`config.mk`:
```
export PLATFORM = sky130hd
export DESIGN_NAME = cnt_seg_drv
export DESIGN_NICKNAME = d
export VERILOG_FILES = /design/src/rtl/cnt_seg_drv.sv
export SDC_FILE = /design/constraint.sdc
export NUM_CORES = 1
export LEC_CHECK = 0
export CAP_MARGIN = 20
export CORE_AREA = 2 2 61 106
export DETAILED_ROUTE_END_ITERATION = 7
export DIE_AREA = 0 0 63 108
export PLACE_DENSITY = 0.81
export SLEW_MARGIN = 20
export SYNTH_ARGS = -nofsm -noshare
export SYNTH_HDL_FRONTEND = slang
export SYNTH_SLANG_ARGS = --single-unit
```
`constraint.sdc`:
```
create_clock -name sgd_clk_i -period 1.9 [get_ports sgd_clk_i]
set_input_delay 0.19 -clock sgd_clk_i [delete_from_list [all_inputs] [get_ports sgd_clk_i]]
set_output_delay 0.19 -clock sgd_clk_i [all_outputs]
set_load 0.05 [all_outputs]
```
`src/rtl/cnt_seg_drv.sv`:
```
// cnt_seg_drv: display stage for a 4-bit up/down counter.
// Detects counter wrap-around, keeps an 8-bit saturating wrap tally and scans a 4-digit
// common-anode 7-segment display (digit0 = count, digit1/2 = tally low/high nibble,
// digit3 = direction glyph).
//
// Ports:
//   sgd_clk_i   system clock, rising edge
//   sgd_rst_ni  asynchronous reset, active-low
//   sgd_q_i     count value from the counter
//   sgd_en_i    counter enable (1 = counting)
//   sgd_sel_i   counter direction (1 = up, 0 = down)
//   sgd_clr_i   synchronous clear of the wrap tally, active-high
//   sgd_wrap_o  one-cycle pulse on a detected wrap
//   sgd_an_o    digit anodes, active-low, bit i = digit i
//   sgd_seg_o   segments {g,f,e,d,c,b,a}, active-low
//   sgd_dp_o    decimal point, active-low (lit on digit3 while the tally is saturated)
module cnt_seg_drv #(
  parameter int unsigned REFRESH_DIV = 50000,
  parameter int unsigned DIV_W       = 16
) (
  input  logic       sgd_clk_i,
  input  logic       sgd_rst_ni,
  input  logic [3:0] sgd_q_i,
  input  logic       sgd_en_i,
  input  logic       sgd_sel_i,
  input  logic       sgd_clr_i,
  output logic       sgd_wrap_o,
  output logic [3:0] sgd_an_o,
  output logic [6:0] sgd_seg_o,
  output logic       sgd_dp_o
);

  localparam logic [DIV_W-1:0] DivLast = DIV_W'(REFRESH_DIV - 1);

  localparam logic [6:0] GlyphU    = 7'b1000001;
  localparam logic [6:0] GlyphD    = 7'b0100001;
  localparam logic [6:0] GlyphDash = 7'b0111111;
  localparam logic [6:0] GlyphOff  = 7'b1111111;

  function automatic logic [6:0] hex2seg(input logic [3:0] v);
    logic [6:0] s;
    unique case (v)
      4'h0: s = 7'b1000000;
      4'h1: s = 7'b1111001;
      4'h2: s = 7'b0100100;
      4'h3: s = 7'b0110000;
      4'h4: s = 7'b0011001;
      4'h5: s = 7'b0010010;
      4'h6: s = 7'b0000010;
      4'h7: s = 7'b1111000;
      4'h8: s = 7'b0000000;
      4'h9: s = 7'b0010000;
      4'hA: s = 7'b0001000;
      4'hB: s = 7'b0000011;
      4'hC: s = 7'b1000110;
      4'hD: s = 7'b0100001;
      4'hE: s = 7'b0000110;
      default: s = 7'b0001110;
    endcase
    return s;
  endfunction

  // Input capture pipeline: cnt_s1 = previous sample, cnt_s2 = the one before.
  logic [3:0] cnt_s1_q, cnt_s2_q;
  logic       en_s1_q, sel_s1_q;
  logic       vld_pre_q, valid_q;
  logic       det, det_q, wrap_q;
  logic [7:0] tally_q, tally_d;
  logic [DIV_W-1:0] div_q, div_d;
  logic [1:0] idx_q, idx_d;
  logic [3:0] an_q, an_d;
  logic [6:0] seg_q, seg_d, glyph;
  logic       dp_q, dp_d;

  // valid_q holds off detection until cnt_s2 holds a real sample, so reset zeros never
  // look like a 0 -> F down-wrap.
  always_comb begin
    det = valid_q && (((cnt_s2_q == 4'hF) && (cnt_s1_q == 4'h0)) ||
                      ((cnt_s2_q == 4'h0) && (cnt_s1_q == 4'hF)));
  end

  always_comb begin
    tally_d = tally_q;
    if (sgd_clr_i) begin
      tally_d = 8'h00;
    end else if (det_q && (tally_q != 8'hFF)) begin
      tally_d = tally_q + 8'd1;
    end
  end

  always_comb begin
    div_d = div_q + DIV_W'(1);
    idx_d = idx_q;
    if (div_q == DivLast) begin
      div_d = '0;
      idx_d = idx_q + 2'd1;
    end
  end

  always_comb begin
    unique case (idx_q)
      2'd0:    glyph = hex2seg(cnt_s1_q);
      2'd1:    glyph = hex2seg(tally_q[3:0]);
      2'd2:    glyph = hex2seg(tally_q[7:4]);
      default: glyph = !en_s1_q ? GlyphDash : (sel_s1_q ? GlyphU : GlyphD);
    endcase
  end

  // Slot 0 of every hold period is blanked so the previous digit never ghosts.
  always_comb begin
    an_d  = 4'b1111;
    seg_d = GlyphOff;
    dp_d  = 1'b1;
    if (div_q != '0) begin
      an_d  = ~(4'(4'b0001 << idx_q));
      seg_d = glyph;
      dp_d  = !((idx_q == 2'd3) && (tally_q == 8'hFF));
    end
  end

  always_ff @(posedge sgd_clk_i or negedge sgd_rst_ni) begin
    if (!sgd_rst_ni) begin
      cnt_s1_q  <= 4'h0;
      cnt_s2_q  <= 4'h0;
      en_s1_q   <= 1'b0;
      sel_s1_q  <= 1'b0;
      vld_pre_q <= 1'b0;
      valid_q   <= 1'b0;
      det_q     <= 1'b0;
      wrap_q    <= 1'b0;
      tally_q   <= 8'h00;
      div_q     <= '0;
      idx_q     <= 2'd0;
      an_q      <= 4'b1111;
      seg_q     <= GlyphOff;
      dp_q      <= 1'b1;
    end else begin
      cnt_s1_q  <= sgd_q_i;
      cnt_s2_q  <= cnt_s1_q;
      en_s1_q   <= sgd_en_i;
      sel_s1_q  <= sgd_sel_i;
      vld_pre_q <= 1'b1;
      valid_q   <= vld_pre_q;
      det_q     <= det;
      wrap_q    <= det_q;
      tally_q   <= tally_d;
      div_q     <= div_d;
      idx_q     <= idx_d;
      an_q      <= an_d;
      seg_q     <= seg_d;
      dp_q      <= dp_d;
    end
  end

  assign sgd_wrap_o = wrap_q;
  assign sgd_an_o   = an_q;
  assign sgd_seg_o  = seg_q;
  assign sgd_dp_o   = dp_q;

endmodule
```
==> results.md <==
- The flow ran to the end, and the final reports show no timing, DRC or antenna violations.
- The worst hold path belongs to the class primary input to flop.
- The worst hold path startpoint is sgd_sel_i.
- The number of cells traversed by the worst register-to-register path is 4.
- Once the floorplan was initialized, standard cells occupied 52.2% of the core.
- Counting flops with a built-in enable in the synthesized netlist gives 0.
- The weighted congestion reported at the end of routability-driven placement is between 0.8 and 0.9.
- The number of placed instances with taps included is 401.
- Yosys instantiated no cell more often than sky130_fd_sc_hd__dfrtp_1.
- The area share of the leading cell type in the synthesized netlist is 32.6%.
- Counting I/O delays and the setup requirement, the final critical path takes between 1.5 and 2 ns.
- The distinct cell type count after synthesis is 64.
- The via count of the first global-routing pass is ~2300.
- The static leakage is between 0.0015 and 0.002 uW.
- The slowest stage of the critical path belongs to the cell sky130_fd_sc_hd__or4_4.
- The later-pin clock latency in the skew report is slightly above 0.3 ns.
- The transition time of the tightest slew-check pin is ~0.5 ns.
- The core region is around 6000 um2.
- The final setup skew is roughly 0.0083 ns.
- The total routing usage reported by global routing is between 20% and 30%.
- The cell with the most instances on the worst path is sky130_fd_sc_hd__or4_4.
- The post-place setup slack is -0.00350 ns.
- Compared with the post-synthesis result, the final layout area differs by 17.2%.
- The arrival time reported for the critical path endpoint is approximately 2.1 ns.
- The maximum clock insertion buffer count is 2.
- In the routed layout, each cell is associated on average with a via count of roughly 5.5.
- Setup violations remaining at the end of the flow were counted as 0.
- The worst setup path is captured at a flop.
- The post-route antenna net violation count is 0.
- Summed over all layers, the routed wires come to roughly 6000 um.
- The antenna diode instance count is 0.
- The die area is just under 7000 um2.
- The number of hold-slack violations in the final timing report is 0.
- The sequential cells in the finished layout cover a total of around 1300 um2.
- After filler insertion, the fill cell instance count of the layout stands at between 400 and 500.
- The headroom to the max-slew limit is around two thirds.
- The number of rows in the core area is 37.
- The capturing point of the worst reg2reg path is sgd_seg_o[1].
- The synthesized area is slightly above 3000 um2.
- The path with the worst hold slack has its endpoint at sel_s1_q.
- In this run the register-to-register setup slack is roughly 0.026 ns.
- The clock edge transition at the registers on the reported setup and hold paths is around 0.090 ns.
- The total congestion overflow is 0.
- The first-pass detailed-route iteration total is 4.
- After synthesis, the cell types taking the most area are sky130_fd_sc_hd__dfrtp_1, sky130_fd_sc_hd__ha_1, sky130_fd_sc_hd__dfstp_2, sky130_fd_sc_hd__mux2i_1, sky130_fd_sc_hd__xnor2_1.
- The die height is roughly 110 um.
- The worst-case IR drop observed on VDD is between 0.7 and 0.8 mV.
- The TritonCTS clock tree is built.
- The tool flagged a number of max-cap violations equal to 0.
- The launch instance of the worst register-to-register path is div_q[11].
- The number of slew-limit violations in the final report is 0.
- Setup repair after global routing could not meet its margin everywhere.
- Along the worst hold path, the cell count comes to 1.
- The worst setup path is launched from a flop.
- The top flip-flop cell by instance count after synthesis is sky130_fd_sc_hd__dfrtp_1.
- Traced cell by cell, the critical path runs through or4_4 -> or4_4 -> o31a_1 -> a22oi_2.
- The share of cells above drive strength 1 is 16.9%.
- After detailed routing, the average wire length per cell comes to 15.1 um.
- Setup slack closes at roughly 0.026 ns.
- Dividing total power by cell area gives a power density of between 500 and 600 nW/um2.
- Buffers inserted during clock tree synthesis total 5.
- By count the netlist is led by sky130_fd_sc_hd__dfrtp_1, sky130_fd_sc_hd__ha_1, sky130_fd_sc_hd__nand2_1, sky130_fd_sc_hd__inv_1, sky130_fd_sc_hd__mux2i_1.
- The initial antenna violation count was 0.
- The critical path required time is about 2.2 ns.
- The H-tree generated during clock tree synthesis spans 2 levels.
- The biggest cell delay along the critical path is 0.61 ns.
- The multi-input gate area in the final layout is around 1600 um2.
- The clock net in this run drives a total of between 50 and 60 sinks.
- The detailed router placed 2265 vias in this run.
- The final clock period utilization by the worst path is 98.6%.
- Clock tree synthesis selected as its root buffer the cell sky130_fd_sc_hd__clkbuf_8.
- Hold is met by ~0.31 ns.
- The overall die width is between 60 and 70 um.
- The average size of a mapped cell is approximately 10 um2.
- Counting every instance in the synthesized netlist gives roughly 290.
- Cells fill 61.2% of the core in the end.
- The non-filler instance count after layout is 410.
- The count of buffers from port buffering is 21.
- In the synthesized netlist the async set-or-reset flop fraction comes to 100%.
- The maximum number of pins on one net before global-route repair is 33.
- The HPWL after detailed placement is around 4900 um.
- The wire length of the first global-routing pass is around 11000 um.
- The remaining design rule violation count is 0.
- In this design, the largest share of critical-path delay is due to simple AND/OR/NAND/NOR gates.
- The total of warnings raised by yosys is 0.
- After the first detailed-routing iteration, the DRC count stood at 83.
- By startpoint and endpoint, the worst setup path is classified as flop to flop.
- The top achievable clock speed is roughly 530 MHz.
- Synthesis produced a netlist with a net count of between 300 and 400.
- The largest total area in the synthesized netlist belongs to sky130_fd_sc_hd__dfrtp_1.
- The synthesized design contains 52 register bits.
- The critical path startpoint is div_q[11].
- The final layout contains around 370 nets.
- The number of top-level pins is 22.
- Summing the sequential cell areas from Yosys gives between 40% and 50% of the chip area.
- Along the worst path, the maximum fanout reaches 8.
- Together, buffers and inverters on the worst path number 0.
## worst reg2reg max path, cell delays in order, from the launching register on
cell	delay, ns
sky130_fd_sc_hd__dfrtp_1	0.38
sky130_fd_sc_hd__or4_4	0.54
sky130_fd_sc_hd__or4_4	0.61
sky130_fd_sc_hd__o31a_1	0.14
sky130_fd_sc_hd__a22oi_2	0.14
## flip-flops by register name, indices dropped and copies added (netlist names)
signal      count
cnt_s1_q        4
cnt_s2_q        4
det_q           1
div_q          16
en_s1_q         1
idx_q           2
sel_s1_q        1
sgd_an_o        4
sgd_dp_o        1
sgd_seg_o       7
sgd_wrap_o      1
tally_q         8
valid_q         1
vld_pre_q       1
## placed cells by master, fill, tap and decap left out, types with 3 or more instances in the layout
cell type	count
sky130_fd_sc_hd__inv_1	19
sky130_fd_sc_hd__dfrtp_1	39
sky130_fd_sc_hd__dfstp_2	12
sky130_fd_sc_hd__nor3_1	6
sky130_fd_sc_hd__or3_1	3
sky130_fd_sc_hd__clkbuf_8	5
sky130_fd_sc_hd__mux2i_1	15
sky130_fd_sc_hd__o21ai_1	6
sky130_fd_sc_hd__and4_1	3
sky130_fd_sc_hd__a211oi_1	4
sky130_fd_sc_hd__xor2_1	7
sky130_fd_sc_hd__nor2b_1	7
sky130_fd_sc_hd__nand2_1	21
sky130_fd_sc_hd__o32ai_1	4
sky130_fd_sc_hd__nor2_1	14
sky130_fd_sc_hd__nand4_1	11
sky130_fd_sc_hd__ha_1	28
sky130_fd_sc_hd__xnor2_1	10
sky130_fd_sc_hd__nand3_1	6
sky130_fd_sc_hd__o21ai_0	3
sky130_fd_sc_hd__clkdlybuf4s50_1	20
sky130_fd_sc_hd__a21oi_1	4
sky130_fd_sc_hd__nand2b_1	5
sky130_fd_sc_hd__buf_4	23
## final cells by class
type                            count  area share (%)
Clock buffer                        6            2.02
Clock inverter                      2           0.313
Inverter                           19            1.98
Multi-Input combinational cell    207            45.0
Sequential cell                    52            36.6
Tap cell                           78            2.71
Timing Repair Buffer               46            11.3
## power by group
part           total, uW  internal [uW]  switching [uW]
Sequential          1160           1140            18.1
Clock                602            256             346
Combinational        184           73.3             111
Total               1950           1470             475
## worst max-delay path by stage
| stage | slack (ns) | cells past startpoint | endpoint |
|---|---|---|---|
| floorplan | 0.04 | 7 | sgd_seg_o[6] |
| global placement | 0.04 | 6 | sgd_seg_o[1] |
| detailed placement | -0.003 | 6 | sgd_seg_o[1] |
| CTS | 0.002 | 5 | sgd_seg_o[4] |
| global route | -0.03 | 4 | sgd_seg_o[1] |
| finish | 0.03 | 4 | sgd_seg_o[1] |
## metrics by stage
stage	TNS (ns)	area, um2	power [uW]
floorplan	0	3070	1280
finish	0	3600	1950
global route	-0.0698	3600	2020
global placement	0	3490	1360
detailed placement	-0.00350	3490	1360
CTS	0	3590	1970
## logic make-up (layout without fill, tap and decap cells)
group                    Yosys count  count (layout)  share of synthesized area, %
AO/OA/AOI/OAI                     49              49                          12.0
XOR/XNOR                          17              17                          4.85
adder cells (fa/ha/maj)           28              28                          11.4
buffers and inverters             35              73                          4.61
flip-flops                        52              52                          42.9
multiplexers                      19              19                          7.09
other                              1               1                         0.122
AND/OR/NAND/NOR                   93              93                          17.0
## per-layer routing
layer  part of all wire, %  global-route usage (%)
met5                     0                       0
met1                    37                    21.3
met3                   2.4                    3.54
met2                    56                    37.0
met4                   5.0                    12.2
## timing repair
action	4_1_cts	5_1_grt
hold buffers	1	0
setup endpoints to repair	2	6
gates cloned	0	0
gates resized for setup	0	3
pin swaps	1	0
hold endpoints to repair	13	0
setup buffers	0	0
Note: power is estimated with default switching activity, not from simulation.
